==> src/rtl/fifo_write_arbiter_pkg.sv <==
// Shared constants, state encoding and helpers for the FIFO write-port arbiter.
package fifo_arb_pkg;

  localparam int DEF_WIDTH = 16;
  localparam int DEF_N     = 4;
  localparam int DEF_BURST = 4;

  // Two-state arbiter FSM, kept as plain constants for legacy tools.
  typedef logic [0:0] state_t;
  localparam state_t ST_IDLE = 1'b0;
  localparam state_t ST_BUSY = 1'b1;

  // Width of a requester index; never zero, even for a single requester.
  function automatic int idx_width(input int n);
    return (n <= 1) ? 1 : $clog2(n);
  endfunction

endpackage

==> src/rtl/fifo_write_arbiter_if.sv <==
// Producer-side and FIFO-side signals of the arbiter bundled into one interface.
interface fifo_write_arbiter_if
  import fifo_arb_pkg::*;
#(
  parameter int WIDTH = DEF_WIDTH,
  parameter int N     = DEF_N
) ();

  localparam int IW = idx_width(N);

  logic [N-1:0]       req_valid;
  logic [N*WIDTH-1:0] req_data;
  logic [N-1:0]       req_ready;
  logic               fifo_full;
  logic               fifo_we;
  logic [WIDTH-1:0]   fifo_wdata;
  logic               grant_valid;
  logic [IW-1:0]      grant_idx;

  // Arbiter side.
  modport master (
    input  req_valid, req_data, fifo_full,
    output req_ready, fifo_we, fifo_wdata, grant_valid, grant_idx
  );

  // Producers plus FIFO side.
  modport slave (
    output req_valid, req_data, fifo_full,
    input  req_ready, fifo_we, fifo_wdata, grant_valid, grant_idx
  );

endinterface

==> src/rtl/fifo_write_arbiter_rr_pick.sv <==
// Combinational round-robin picker: first valid requester at or after rr_ptr.
module rr_pick
  import fifo_arb_pkg::*;
#(
  parameter int N  = DEF_N,
  parameter int IW = idx_width(N)
) (
  input  logic [N-1:0]  req_valid_i,
  input  logic [IW-1:0] rr_ptr_i,
  output logic          any_o,
  output logic [IW-1:0] idx_o
);

  logic [IW-1:0] cand_idx [N];
  logic [N-1:0]  rot_valid;

  // Candidate index for each search offset, wrapped modulo N.
  for (genvar gi = 0; gi < N; gi++) begin : g_rot
    logic [IW:0] sum;
    assign sum           = {1'b0, rr_ptr_i} + (IW+1)'(gi);
    assign cand_idx[gi]  = (sum >= (IW+1)'(N)) ? IW'(sum - (IW+1)'(N)) : sum[IW-1:0];
    assign rot_valid[gi] = req_valid_i[cand_idx[gi]];
  end

  // Scan from the far end so the smallest offset overwrites last and wins.
  always_comb begin
    any_o = 1'b0;
    idx_o = '0;
    for (int k = N - 1; k >= 0; k--) begin
      if (rot_valid[k]) begin
        any_o = 1'b1;
        idx_o = cand_idx[k];
      end
    end
  end

endmodule

==> src/rtl/fifo_write_arbiter.sv <==
// Round-robin, burst-bounded arbiter sharing one FIFO write port among N producers.
module fifo_write_arbiter
  import fifo_arb_pkg::*;
#(
  parameter int WIDTH = DEF_WIDTH,
  parameter int N     = DEF_N,
  parameter int BURST = DEF_BURST
) (
  input logic                 clk,
  input logic                 rst,
  fifo_write_arbiter_if.master bus
);

  localparam int IW = idx_width(N);
  localparam int CW = $clog2(BURST + 1);
  localparam logic [CW-1:0] LAST_BEAT = CW'(BURST - 1);

  state_t        state_q, state_d;
  logic [IW-1:0] rr_ptr_q, rr_ptr_d;
  logic [IW-1:0] owner_q, owner_d;
  logic [CW-1:0] burst_cnt_q, burst_cnt_d;

  logic          pick_any;
  logic [IW-1:0] pick_idx;
  logic          busy;
  logic          owner_valid;
  logic          transfer;
  logic [IW-1:0] owner_next;
  logic [WIDTH-1:0] slice [N];

  rr_pick #(.N(N), .IW(IW)) u_pick (
    .req_valid_i (bus.req_valid),
    .rr_ptr_i    (rr_ptr_q),
    .any_o       (pick_any),
    .idx_o       (pick_idx)
  );

  // Per-requester data slices, so the owner mux is a plain array select.
  for (genvar gi = 0; gi < N; gi++) begin : g_slice
    assign slice[gi] = bus.req_data[gi*WIDTH +: WIDTH];
  end

  // A word presented while reset is asserted is never accepted.
  assign busy        = (state_q == ST_BUSY);
  assign owner_valid = bus.req_valid[owner_q];
  assign transfer    = busy & owner_valid & ~bus.fifo_full & ~rst;
  assign owner_next  = (owner_q == IW'(N - 1)) ? '0 : owner_q + 1'b1;

  assign bus.fifo_we     = transfer;
  assign bus.fifo_wdata  = transfer ? slice[owner_q] : '0;
  assign bus.grant_valid = busy;
  assign bus.grant_idx   = owner_q;

  // Only the owner sees ready, and only while the FIFO has room.
  always_comb begin
    bus.req_ready = '0;
    if (busy && !rst) begin
      bus.req_ready[owner_q] = ~bus.fifo_full;
    end
  end

  // Grant/release decisions; a dropped owner valid releases even under back-pressure.
  always_comb begin
    state_d     = state_q;
    rr_ptr_d    = rr_ptr_q;
    owner_d     = owner_q;
    burst_cnt_d = burst_cnt_q;
    if (state_q == ST_IDLE) begin
      if (pick_any) begin
        owner_d     = pick_idx;
        burst_cnt_d = '0;
        state_d     = ST_BUSY;
      end
    end else begin
      if (!owner_valid) begin
        state_d  = ST_IDLE;
        rr_ptr_d = owner_next;
      end else if (transfer) begin
        if (burst_cnt_q == LAST_BEAT) begin
          state_d  = ST_IDLE;
          rr_ptr_d = owner_next;
        end else begin
          burst_cnt_d = burst_cnt_q + 1'b1;
        end
      end
    end
  end

  // State registers with synchronous reset.
  always_ff @(posedge clk) begin
    if (rst) begin
      state_q     <= ST_IDLE;
      rr_ptr_q    <= '0;
      owner_q     <= '0;
      burst_cnt_q <= '0;
    end else begin
      state_q     <= state_d;
      rr_ptr_q    <= rr_ptr_d;
      owner_q     <= owner_d;
      burst_cnt_q <= burst_cnt_d;
    end
  end

endmodule

==> src/flat_wrapper.sv <==
// flat-port wrapper written by rule: the top's interface ports become plain ports
module fifo_write_arbiter_flat import fifo_arb_pkg::*;
#(
  parameter int WIDTH = DEF_WIDTH,
  parameter int N     = DEF_N,
  parameter int BURST = DEF_BURST
)
  (clk, rst, bus_req_valid, bus_req_data, bus_fifo_full, bus_req_ready, bus_fifo_we, bus_fifo_wdata, bus_grant_valid, bus_grant_idx);
  fifo_write_arbiter_if #(.WIDTH(WIDTH), .N(N)) bus_i ();
  input logic clk;
  input logic rst;
  input wire logic [$bits(bus_i.req_valid)-1:0] bus_req_valid;
  input wire logic [$bits(bus_i.req_data)-1:0] bus_req_data;
  input wire logic [$bits(bus_i.fifo_full)-1:0] bus_fifo_full;
  output wire logic [$bits(bus_i.req_ready)-1:0] bus_req_ready;
  output wire logic [$bits(bus_i.fifo_we)-1:0] bus_fifo_we;
  output wire logic [$bits(bus_i.fifo_wdata)-1:0] bus_fifo_wdata;
  output wire logic [$bits(bus_i.grant_valid)-1:0] bus_grant_valid;
  output wire logic [$bits(bus_i.grant_idx)-1:0] bus_grant_idx;
  assign bus_i.req_valid = bus_req_valid;
  assign bus_i.req_data = bus_req_data;
  assign bus_i.fifo_full = bus_fifo_full;
  assign bus_req_ready = bus_i.req_ready;
  assign bus_fifo_we = bus_i.fifo_we;
  assign bus_fifo_wdata = bus_i.fifo_wdata;
  assign bus_grant_valid = bus_i.grant_valid;
  assign bus_grant_idx = bus_i.grant_idx;
  fifo_write_arbiter #(.WIDTH(WIDTH), .N(N), .BURST(BURST)) u_core (.clk(clk), .rst(rst), .bus(bus_i));
endmodule
==> config.mk <==
export PLATFORM = sky130hd
export DESIGN_NAME = fifo_write_arbiter_flat
export DESIGN_NICKNAME = d
export VERILOG_FILES = /design/src/rtl/fifo_write_arbiter_pkg.sv /design/src/rtl/fifo_write_arbiter_if.sv /design/src/rtl/fifo_write_arbiter_rr_pick.sv /design/src/rtl/fifo_write_arbiter.sv /design/src/flat_wrapper.sv
export SDC_FILE = /design/constraint.sdc
export NUM_CORES = 1
export LEC_CHECK = 0
export CAP_MARGIN = 20
export CORE_AREA = 4 4 73 75
export DETAILED_ROUTE_END_ITERATION = 8
export DIE_AREA = 0 0 77 79
export PLACE_DENSITY = 0.7
export SYNTH_ARGS = -nofsm -noshare
export SYNTH_HDL_FRONTEND = slang
export SYNTH_SLANG_ARGS = --single-unit
==> constraint.sdc <==
create_clock -name clk -period 2.55 [get_ports clk]
set_clock_uncertainty 0.2 [all_clocks]
set_input_delay 0.6375 -clock clk [delete_from_list [all_inputs] [get_ports clk]]
set_output_delay 0.6375 -clock clk [all_outputs]
set_load 0.005 [all_outputs]
Word-level counts from Yosys, hierarchy flattened:

Cells that the tools add are included.

* register bits: 8
* bits of input ports: 71
* output and inout port bits: 24
* word-level logic and storage cells: 89

* $add $sub $neg: 9
* $lt $le $gt $ge: 11
* eq/ne operators: 7
* multiplexer cells: 43
* bitwise gates (word level): 8
* reduce and logical (&&, ||, !) cells: 7

Operator list (number)
* $mux 16: 3
* $bmux 16 s2: 1
* $mux 2: 12
* $lt 2x3->1 const B: 5
* $mux 1: 15
* $mux 3: 5
* $ge 3x3->1 const B: 4
* $bmux 1 s2: 5
* $ne 2x2->1 const B: 5
* $sub 2x1->2 const B: 4
* $add 2x2->3 const B: 2
* $and 4x4->4: 1
* $mux 4: 1
* $reduce_and 4->1: 1
* $add 2x1->3 const B: 1
* $add 3x1->3 const B: 1
* $and 1x1->1: 3
* $eq 3x2->1 const B: 1
* $ge 2x3->1 const B: 1
* $not 1->1: 3
* $not 2->3: 1
* $reduce_and 3->1: 1
* $add 2x1->2 const B: 1
* $demux 1 s2: 1
* 6 further kinds: 7

Longest topological paths before layout:

* word-level depth: 11
* mapped depth: 6
* mapped depth without buffers: 6

Hierarchy:

Synthesis repeated with hierarchy kept, for this count alone.

* cells, all modules: 106
* area, all modules: 1158.6 sq um

By module, submodules not included
* fifo_write_arbiter: times used 1, cells each 93, area each 1081.0 sq um, sequential area each 160.2 sq um
* rr_pick: times used 1, cells each 13, area each 77.6 sq um, sequential area each 0.0 sq um

Least setup slack after synthesis:

No wires, ideal clock.

* kind: input to output
* start point: input rst
* end point: output bus_fifo_wdata[0]
* arrival time: 1.592 ns
* required time: 1.712 ns
* setup slack: 0.121 ns
* stages on the path: 5
* path buffers: 2
* cell sequence: clkbuf_1 -> nor2_1 -> nand3_1 -> buf_4 -> nor2b_1

* cells in the longest elaborated chain, start to end: 3

RTL lines
* start, declared: line flat_wrapper.sv:11 `input logic rst;`
* $not 1->1: line fifo_write_arbiter.sv:46 `assign transfer = busy & owner_valid & ~bus.fifo_full & ~rst;`
* $and 1x1->1: line fifo_write_arbiter.sv:46
* $mux 16: line fifo_write_arbiter.sv:50 `assign bus.fifo_wdata = transfer ? slice[owner_q] : '0;`
* end, declared: line flat_wrapper.sv:17 `output wire logic [$bits(bus_i.fifo_wdata)-1:0] bus_fifo_wdata;`

Every way passes these cells.

Worst setup path after layout:

* start point: input bus_req_data[12]
* end point: output bus_fifo_wdata[12]

* cells in the longest elaborated chain, start to end: 4

RTL lines
* start, declared: line flat_wrapper.sv:13 `input wire logic [$bits(bus_i.req_data)-1:0] bus_req_data;`
* $bmux 16 s2: line fifo_write_arbiter.sv:50
* $mux 16 (implied by the code) (2 in a row): line fifo_write_arbiter.sv:50
* $mux 16: line fifo_write_arbiter.sv:50

Every way passes these cells. The select of a mux whose other input is x is not followed.

==> metrics.md <==
| Metric | Value |
|---|---|
| Mapped Cells | just over 100 |
| Post-synthesis mux area share | 0.3889 |
| Setup TNS Final | -0.5711 ns |
| Via density | 4.746 |
| Routed vias | 1272 |
| Net count, final | 293 |
| Share of post-route cells with drive strength above 1 | 0.3505 |
| Die H | 79 um |
| Average routed wire per standard cell | approximately 16 um |
| Gr usage total | 0.1451 |
| Max FO, Critical Path | 1 |
| Largest family of logic cells by synthesized area | multiplexers |
| Largest net degree at the start of global routing | 22 |
| Slew margin rel. | 0.7968 |
| Diode count | 0 |
| Vias in the first global route | 1411 |
| RePlAce Congestion | approximately 0.80 |
| Status | finished with violations |
| Synth top area share | 0.3696 |
| Fin area | 2241 um2 |
| Leakage | 0.0009953 uW |
| Total congestion overflow | 0 |
| Simple-Gate Fraction of Synth Area | 0.2500 |
| Synth Area in Adders | 0.07246 |
| Clk Latency, worst-skew pair | 0.23 ns |
| CP startpoint kind | primary input |
| Synth Register Bits | 8 |
| Clock sinks | 8 |
| Post-synthesis xor/xnor area fraction | 0 |
| DPL Wire Length | 3479 um |
| CTS buffer count | 3 |
| Synth Cell Area | 1036 um2 |
| Post-synthesis cell type count | 27 |
| Post-synth net total | about 180 |
| Max Fclk | 0.3802 GHz |
| Complex-gate fraction of the synthesized area | 0.06643 |
| DRC Markers | 0 |
| Final setup margin | -0.08002 ns |
| Failing checks | setup timing |
| Die W | 77 um |
| Port buffer count | 94 |
| # rows | 25 |
| CTS root buf | clkbuf_8 |
| Final setup violation count | 12 |
| Minimum clock period | 2.630 ns |
| Clk buf depth | 2 |
| Post-synth top area cell | mux4_2 |
| Layout fillers | 465 |
| PwrDens | 263.6 nW/um2 |
| Initial antenna violation count | 0 |
| Total length of routed wires | 4370 um |
| Post-synthesis sequential area ratio | 0.1546 |
| Dpl cell area | 2138 um2 |
| First-pass GRT wire length | 7031 um |
| Syn Area/Cell | slightly above 10 um2 |
| Final Hold Fails | 0 |
| Pwr Total | 590.8 uW |
| Critical path class | primary input to output port |
| P&R area growth vs syn | 116.3% |
| Post-route ant nets | 0 |
| Die ar. | 6083 um2 |
| Ys Warns | 0 |
| Drt first pass iters | 4 |
| Peak supply drop | roughly 0.31 mV |
| Worst-Margin Slew | between 0.3 and 0.4 ns |
| TritonCTS clock tree | built |
| Max cap viols | 0 |
| Largest cells by area after synthesis | mux4_2 37%, dfxtp_1 15%, nor2b_1 10% |
| WP data required | 1.71 ns |
| Crit end category | output port |
| H-tree lvl count | 1 |
| # IOs | 95 |
| Hold WS | 0.2928 ns |
| Max-slew violations | 0 |
| Worst path arrival time | between 1.5 and 2 ns |
| Initial core utilization | 0.2223 |
| Worst min path class | register to register |
| Core Region | 4661 um2 |
| Clock Pin Slew Worst Setup and Hold Paths | 0.04 ns |
| Number of DRC markers in iteration 0 | 28 |
| Fin crit share | 1.031 |
| RSZ-0062 raised after global routing | true |
| Post-CTS Hold Buffers | 0 |
-- final timing paths --
path,startpoint,endpoint,slack (ns),depth (start not counted)
worst max-delay path,bus_req_data[12],bus_fifo_wdata[12],-0.08,4
worst min-delay path,u_core.burst_cnt_q[0]$_SDFFE_PP0P_,u_core.burst_cnt_q[0]$_SDFFE_PP0P_,0.29,1
worst max register to register,u_core.burst_cnt_q[0]$_SDFFE_PP0P_,u_core.rr_ptr_q[0]$_SDFFE_PP0P_,0.65,6
worst min register to register,u_core.burst_cnt_q[0]$_SDFFE_PP0P_,u_core.burst_cnt_q[0]$_SDFFE_PP0P_,0.29,1
-- flip-flops by register name, summed over array words and instances (netlist names) --
register                count
u_core.bus.grant_valid      1
u_core.bus.grant_idx        2
u_core.burst_cnt_q          3
u_core.rr_ptr_q             2
-- layout by cell type (no fill, tap or decap), types with 4 or more instances in the layout --
cell type | synthesis | layout
nor2_1 | 6 | 5
a21oi_1 | 5 | 5
dlygate4sd2_1 | 0 | 31
clkdlybuf4s50_1 | 0 | 39
buf_4 | 3 | 12
mux4_2 | 17 | 17
buf_2 | 2 | 16
and3_1 | 4 | 4
inv_1 | 7 | 7
nor2b_4 | 0 | 5
ha_1 | 6 | 6
nor2b_1 | 17 | 12
nand4b_1 | 4 | 4
dfxtp_1 | 8 | 7
buf_6 | 0 | 11
-- cell type report --
cell class,count,area [um2],share of cell area
Multi-Input combinational cell,79,863.3,0.3853
Timing Repair Buffer,117,1081,0.4824
Clock buffer,3,41.29,0.01843
Sequential cell,8,161.4,0.07203
Inverter,7,26.28,0.01173
Tap cell,54,67.56,0.03015
-- metal layers --
layer,GRT usage,vias to the layer above,share of wire
li1,-,610,-
met1,0.1647,597,0.40
met2,0.2657,60,0.51
met3,0.03855,5,0.076
met4,0.04448,0,0.0092
met5,0,-,0
-- critical path, cell delays in order --
cell and delay, ns:
clkdlybuf4s50_1 0.42, mux4_2 0.46, nor2b_1 0.15, buf_2 0.13
-- kinds of logic after synthesis --
kind of cell,after synthesis
flip-flops,8
multiplexers,19
adder cells (fa/ha/maj),6
AO/OA/AOI/OAI,11
buffers and inverters,15
AND/OR/NAND/NOR,43
-- synthesized netlist by cell type --
library cell and number:
nor2_1 6, nand2b_1 2, buf_1 1, nand4b_1 4
nor4_1 1, dfxtp_1 8, nand3_1 1, nor3b_1 1
mux2i_1 2, o21ai_0 3, a2111o_1 1, nor3_1 1
or2_0 1, and3_1 4, buf_2 2, mux4_2 17
a21oi_1 5, clkbuf_1 2, ha_1 6, or3b_2 1
inv_1 7, nand2_1 3, nor2b_1 17, buf_4 3
a21boi_2 1, or4_1 1, o22ai_1 1
-- repair_timing --
action	CTS	global route
endpoints found under the setup margin	21	13
gates cloned	1	0
resized for setup	139	9
pin swaps	2	1
buffers inserted	7	0
-- where the power goes --
group	internal, uW	switching [uW]	total, uW
clock network	102	49.5	152
logic	205	93.3	299
registers	133	7.31	140
total	441	150	591
-- stage by stage --
step | utilization | instances | worst slack, ns
after floorplan | - | 102 | 0.1206
after detailed placement | 0.4588 | 257 | -0.6528
after CTS | 0.4741 | 268 | -0.05911
after global placement | 0.4588 | 257 | -0.6357
final | 0.4808 | 268 | -0.08002
after global routing | 0.4808 | 268 | -0.1029
Note: power is estimated with default switching activity, not from simulation.
